==> src/rtl/pio_pkg.sv <==
// Shared definitions for the PIO state-machine sequencer: FSM states, default
// address width and the position of the delay/side-set field in an instruction.
package pio_pkg;

    localparam int ADDR_W_DEFAULT = 5;

    localparam int FIELD_LSB = 8;
    localparam int FIELD_W   = 5;

    typedef enum logic [1:0] {
        IDLE  = 2'd0,
        ISSUE = 2'd1,
        STALL = 2'd2,
        DELAY = 2'd3
    } sm_state_t;

endpackage

==> src/rtl/pio_field_split.sv <==
// Splits the 5-bit delay/side-set field into its delay count and side-set value
// according to the configured side-set width and optional-enable mode.
module pio_field_split
    import pio_pkg::*;
(
    input  logic [FIELD_W-1:0] field,
    input  logic [2:0]         sideset_bits,
    input  logic               sideset_opt,
    output logic [FIELD_W-1:0] delay,
    output logic [FIELD_W-1:0] side_val,
    output logic               side_present
);

    logic [2:0]         bits;
    logic [2:0]         dw;
    logic [FIELD_W-1:0] dmask;
    logic [FIELD_W-1:0] raw;

    always_comb begin
        // Widths above five cannot be encoded in the field; treat them as five.
        bits         = (sideset_bits > 3'd5) ? 3'd5 : sideset_bits;
        dw           = 3'd5 - bits;
        dmask        = 5'((6'd1 << dw) - 6'd1);
        delay        = field & dmask;
        raw          = field >> dw;
        side_present = 1'b0;
        side_val     = '0;
        if (bits != 3'd0) begin
            if (sideset_opt) begin
                side_present = field[FIELD_W-1];
                side_val     = raw & ~(5'd1 << (bits - 3'd1));
            end else begin
                side_present = 1'b1;
                side_val     = raw;
            end
        end
    end

endmodule

==> src/rtl/pio_sm_sequencer.sv <==
// Per-state-machine instruction sequencer: program counter, stall/delay handling,
// jumps, wrap window and side-set strobe. Optional feature macro: PIO_EXEC_INJECT_EN.
module pio_sm_sequencer
    import pio_pkg::*;
#(
    parameter int ADDR_W = ADDR_W_DEFAULT
) (
    input  logic              clk,
    input  logic              rst_n,
    input  logic              en_i,
    input  logic              restart_i,
    input  logic [ADDR_W-1:0] start_addr_i,
    input  logic [ADDR_W-1:0] wrap_top_i,
    input  logic [ADDR_W-1:0] wrap_bottom_i,
    input  logic [2:0]        sideset_bits_i,
    input  logic              sideset_opt_i,
    output logic [ADDR_W-1:0] imem_addr_o,
    input  logic [15:0]       imem_data_i,
    output logic [15:0]       instr_o,
    output logic              issue_o,
    input  logic              stall_i,
    input  logic              jmp_taken_i,
    input  logic [ADDR_W-1:0] jmp_target_i,
    output logic [4:0]        side_val_o,
    output logic              side_valid_o,
    output logic [ADDR_W-1:0] pc_o,
`ifdef PIO_EXEC_INJECT_EN
    input  logic              exec_valid_i,
    input  logic [15:0]       exec_instr_i,
    output logic              exec_ready_o,
`endif
    output logic [1:0]        state_o
);

    sm_state_t         state, state_next;
    logic [ADDR_W-1:0] pc, pc_next, pc_seq;
    logic [4:0]        cnt, cnt_next;
    logic [4:0]        delay;
    logic [4:0]        side_val;
    logic              side_present;
    logic              injected;

    assign issue_o     = en_i && ((state == ISSUE) || (state == STALL));
    assign imem_addr_o = pc;
    assign pc_o        = pc;
    assign state_o     = state;

`ifdef PIO_EXEC_INJECT_EN
    // Handshake: an injected word transfers when exec_valid_i and exec_ready_o are
    // both high on a rising edge; valid must not depend on ready, ready only
    // depends on enable and state.
    logic        accept;
    logic        inj_hold;
    logic [15:0] inj_word;

    assign exec_ready_o = en_i && (state == ISSUE);
    assign accept       = exec_ready_o && exec_valid_i;
    assign injected     = accept || ((state == STALL) && inj_hold);
    assign instr_o      = accept ? exec_instr_i :
                          ((state == STALL) && inj_hold) ? inj_word : imem_data_i;

    always_ff @(posedge clk or negedge rst_n) begin
        if (!rst_n) begin
            inj_hold <= 1'b0;
            inj_word <= '0;
        end else begin
            if (restart_i) begin
                inj_hold <= 1'b0;
            end else if (issue_o) begin
                inj_hold <= stall_i && injected;
            end
            if (accept) begin
                inj_word <= exec_instr_i;
            end
        end
    end
`else
    assign injected = 1'b0;
    assign instr_o  = imem_data_i;
`endif

    pio_field_split u_split (
        .field        (instr_o[FIELD_LSB +: FIELD_W]),
        .sideset_bits (sideset_bits_i),
        .sideset_opt  (sideset_opt_i),
        .delay        (delay),
        .side_val     (side_val),
        .side_present (side_present)
    );

    assign side_valid_o = en_i && (state == ISSUE) && side_present;
    assign side_val_o   = (issue_o && side_present) ? side_val : 5'd0;

    // The wrap check looks at the pc of the retiring instruction, not pc+1.
    assign pc_seq = (pc == wrap_top_i) ? wrap_bottom_i : pc + ADDR_W'(1);

    always_comb begin
        state_next = state;
        pc_next    = pc;
        cnt_next   = cnt;
        if (restart_i) begin
            pc_next    = start_addr_i;
            cnt_next   = '0;
            state_next = en_i ? ISSUE : IDLE;
        end else if (en_i) begin
            case (state)
                IDLE: state_next = ISSUE;
                ISSUE, STALL: begin
                    if (stall_i) begin
                        state_next = STALL;
                    end else begin
                        if (jmp_taken_i) begin
                            pc_next = jmp_target_i;
                        end else if (!injected) begin
                            pc_next = pc_seq;
                        end
                        if (delay != 5'd0) begin
                            state_next = DELAY;
                            cnt_next   = delay;
                        end else begin
                            state_next = ISSUE;
                        end
                    end
                end
                DELAY: begin
                    if (cnt <= 5'd1) begin
                        cnt_next   = '0;
                        state_next = ISSUE;
                    end else begin
                        cnt_next = cnt - 5'd1;
                    end
                end
                default: state_next = IDLE;
            endcase
        end
    end

    always_ff @(posedge clk or negedge rst_n) begin
        if (!rst_n) begin
            state <= IDLE;
            pc    <= '0;
            cnt   <= '0;
        end else begin
            state <= state_next;
            pc    <= pc_next;
            cnt   <= cnt_next;
        end
    end

endmodule

==> config.mk <==
export PLATFORM = sky130hd
export DESIGN_NAME = pio_sm_sequencer
export DESIGN_NICKNAME = d
export VERILOG_FILES = /design/src/rtl/pio_pkg.sv /design/src/rtl/pio_field_split.sv /design/src/rtl/pio_sm_sequencer.sv
export SDC_FILE = /design/constraint.sdc
export NUM_CORES = 1
export LEC_CHECK = 0
export ABC_CLOCK_PERIOD_IN_PS = 3300
export CORE_ASPECT_RATIO = 1.75
export CORE_MARGIN = 2
export CORE_UTILIZATION = 43
export CTS_BUF_LIST = sky130_fd_sc_hd__clkbuf_4 sky130_fd_sc_hd__clkbuf_8 sky130_fd_sc_hd__clkbuf_16
export CTS_CLUSTER_SIZE = 10
export DETAILED_ROUTE_END_ITERATION = 16
export PLACE_DENSITY = 0.91
export SYNTH_ARGS = -nofsm -noshare
export SYNTH_HDL_FRONTEND = slang
export SYNTH_SLANG_ARGS = --single-unit
==> constraint.sdc <==
create_clock -name clk -period 3.3 [get_ports clk]
set_input_delay 0.66 -clock clk [delete_from_list [all_inputs] [get_ports clk]]
set_output_delay 0.66 -clock clk [all_outputs]
set_load 0.01 [all_outputs]
==> results by group <==
Pwr
  • Combinational power share: about half
  • Sw Pwr: 0.000260 W
  • Worst VDD drop: 0.000165 V
  • Power per cell area: around 330 mW/mm²
  • Switching Fraction: between 30% and 40%
  • Power share of the sequential group: between 20% and 30%
  • Clock power frac: around 20%
  • Internal power: roughly 0.00045 W
  • Pleak: slightly below 1 nW

Run status
  • Status: finished, final reports clean

Floorplan
  • Die Area: slightly above 0.004 mm²
  • Die Y: roughly 84 µm
  • Die X: 49.5 µm
  • Core area: ~0.0036 mm²
  • Initial Util: between 40% and 50%
  • # rows: 29
  • I/O Pins: just over 80

Routing
  • Initial DRC Count: a little over 80
  • Via density: 5.75
  • Vias: between 1,500 and 2,000
  • Final WL: 4460 µm
  • Residual DRC count: 0
  • WL per Instance: about 15 µm
  • 1st-pass router iterations: 4
  • Routed Antenna Nets: 0

Place
  • Port Buffer Count: 58
  • RePlAce Congestion: 0.832
  • HPWL after detailed placement: ~3700 µm

Global route
  • Antenna violations before repair: 0
  • First-pass GRT wire length: ~7600 µm
  • Pin count of the biggest net entering global routing: 15
  • GRT Overall Usage: between 20% and 30%
  • GRT Residual Overflow: 0
  • Vias in the first global route: ~1,800

Worst setup path
  • CP max FO: 3
  • Critical path class: in -> out
  • Worst Path Required: 2.64 ns
  • CP max stage delay: approximately 0.50 ns
  • CP endpoint kind: output pin
  • Crit path cell chain: clkdlybuf4s50_1, nor2_1, ha_1, nand2b_1, nand2_1, nor2_1, a21oi_1, a221oi_1, dlygate4sd2_1
  • CP Buf/Inv Count: 2
  • CP max-delay cell: clkdlybuf4s50_1
  • Crit start category: input pin
  • Cell repeated most along the worst path: nor2_1
  • Worst EP arrival: between 2 and 2.5 ns
  • CP top delay family: buffers and inverters

Clocking
  • Clock Tree Buf Depth: 2
  • Total CTS buffers: 3
  • Clock-pin slew on the worst setup and hold paths: 0.05 ns
  • Number of H-tree levels: 1
  • CTS root buf: clkbuf_8
  • Clock Sinks: 12
  • Worst-Skew Late Latency: ~0.25 ns
  • CTS tree: done
  • Postcts setup bufs: 0

Yosys
  • Synth top area share: 19.3%
  • Synth cell types: about 50
  • Synth Register Bits: 12
  • YS warnings: 0
  • Fraction of registers with async set/reset: 100%
  • Syn nets: about 260
  • Top-count cell post-synth: nand2_1
  • Post-synthesis cell area: ~0.0016 mm²
  • Yosys top cell by area: dfrtp_1
  • Syn_area_per_cell: between 7 and 8 µm²
  • Top cells by area, synth: dfrtp_1 (19%), buf_4 (11%), mux2i_1 (5.8%), ha_1 (5.6%), nand2_1 (5.5%)
  • Sequential area share after synthesis: between 15 and 20%
  • Top FF cell, synth: dfrtp_1
  • Synth Instances: 203
  • Post-synth EDFFs: 0
  • Most instantiated cells after synthesis: nand2_1 (23), buf_4 (22), inv_1 (14)

Timing
  • WHS: ~0.57 ns
  • Fmax: about 0.32 GHz
  • Worst slew margin: 63.0%
  • Fin crit share: between 90% and 100%
  • Setup-failing EPs final: 0
  • Max Slew Vio Count: 0
  • Final setup skew: 0.00462 ns
  • Min Tclk post-route: about 3.1 ns
  • RSZ-0062 raised after global routing: no
  • Worst-Margin Slew: about 0.55 ns
  • Final Hold Vio Count: 0

Finish
  • Layout Nets: slightly above 300
  • Ant diodes: 0
  • Area grow syn2layout: 39.4%
  • Post-layout util: between 60 and 70%
  • Fillers: roughly 320
  • Fraction of layout cells with a size suffix above 1: between 10% and 20%

Worst hold path
  • Hold crit path type: reg -> reg

Flow run
  • Total of max-cap violations: 0
-- timing repair --
item / in CTS / in global routing
endpoints found under the setup margin: 2 / 3
hold buffers: 0 / 0
resized for setup: 2 / 4
-- worst min-delay path: stages, from the launching register on --
cell,delay (ns)
dfrtp_1,0.41
nand2_1,0.07
a21oi_1,0.06
-- path summary, 6_finish.rpt --
path | from | end | slack [ns] | cells past startpoint
max | sideset_bits_i[1] | side_val_o[1] | 0.20 | 9
min | state_o[1]$_DFFE_PN0P_ | state_o[1]$_DFFE_PN0P_ | 0.57 | 2
max reg2reg | state_o[1]$_DFFE_PN0P_ | imem_addr_o[3]$_DFFE_PN0P_ | 1.26 | 9
min reg2reg | state_o[1]$_DFFE_PN0P_ | state_o[1]$_DFFE_PN0P_ | 0.57 | 2
max in group asynchronous | rst_n | cnt[3]$_DFFE_PN0P_ | 2.17 | 1
min in group asynchronous | rst_n | imem_addr_o[3]$_DFFE_PN0P_ | 0.77 | 1
-- cells by family (layout without fill, tap and decap cells) --
group,count (synthesis),after routing,synth area share (%)
buffers and inverters,43,90,15.7
adder cells (fa/ha/maj),7,7,5.62
multiplexers,9,9,5.78
XOR/XNOR,9,9,5.06
AND/OR/NAND/NOR,69,69,22.5
flip-flops,12,12,19.3
AO/OA/AOI/OAI,54,54,26.0
-- per-stage QoR --
stage          std cells  setup WS, ns  setup TNS [ns]  instance area, µm²  total power, W
2_1_floorplan        203         0.467               0                1560        0.000422
4_1_cts              296        0.0463               0                2160        0.000708
3_5_place_dp         293       -0.0628         -0.0885                2120        0.000569
5_1_grt              296        0.0881               0                2170        0.000751
6_report             296         0.201               0                2170        0.000706
3_3_place_gp         293      -0.00677        -0.00677                2120        0.000558
-- cell usage in the layout, fill, tap and decap left out, drive strengths merged, types with 2 or more instances in the layout --
master | netlist | routed
inv | 14 | 14
dfrtp | 12 | 12
nor4 | 3 | 3
o211ai | 5 | 5
a221oi | 2 | 2
buf | 23 | 15
o22ai | 3 | 3
dlymetal6s2s | 0 | 3
nor2b | 4 | 4
a32o | 3 | 3
a21oi | 11 | 11
nand2 | 23 | 23
xor2 | 5 | 5
nand3 | 7 | 7
o21ai | 7 | 7
a31oi | 5 | 5
clkdlybuf4s50 | 0 | 54
or4b | 2 | 2
or2 | 2 | 2
o221ai | 3 | 3
mux2i | 9 | 9
nand2b | 6 | 6
a32oi | 2 | 2
ha | 7 | 7
xnor2 | 4 | 4
a22oi | 3 | 3
nor2 | 12 | 12
nor3 | 4 | 4
clkbuf | 6 | 3
-- area by class of cell --
type	instances	area, µm²	area share, %
Clock buffer	3	41.3	1.90
Timing Repair Buffer	73	699	32.2
Tap cell	46	57.6	2.65
Inverter	14	52.6	2.42
Sequential cell	12	300	13.8
Multi-Input combinational cell	148	1020	47.0
-- power groups by stage --
stage	clock, W	sequential [W]	combinational [W]
2_1_floorplan	0	0.000205	0.000216
3_3_place_gp	0	0.000205	0.000353
3_5_place_dp	0	0.000207	0.000362
4_1_cts	0.000139	0.000204	0.000364
5_1_grt	0.000145	0.000210	0.000396
6_report	0.000138	0.000204	0.000364
-- registers in the layout, summed over array words and instances (netlist names) --
| register | count |
|---|---|
| imem_addr_o | 5 |
| state_o | 2 |
| cnt | 5 |
-- routing by layer --
metal  routed length [µm]  track usage, %
met5                    0               0
met4                  216            14.4
met3                  266            3.23
met2                 2390            42.8
met1                 1580            22.4
(Power assumes the default switching activity.)
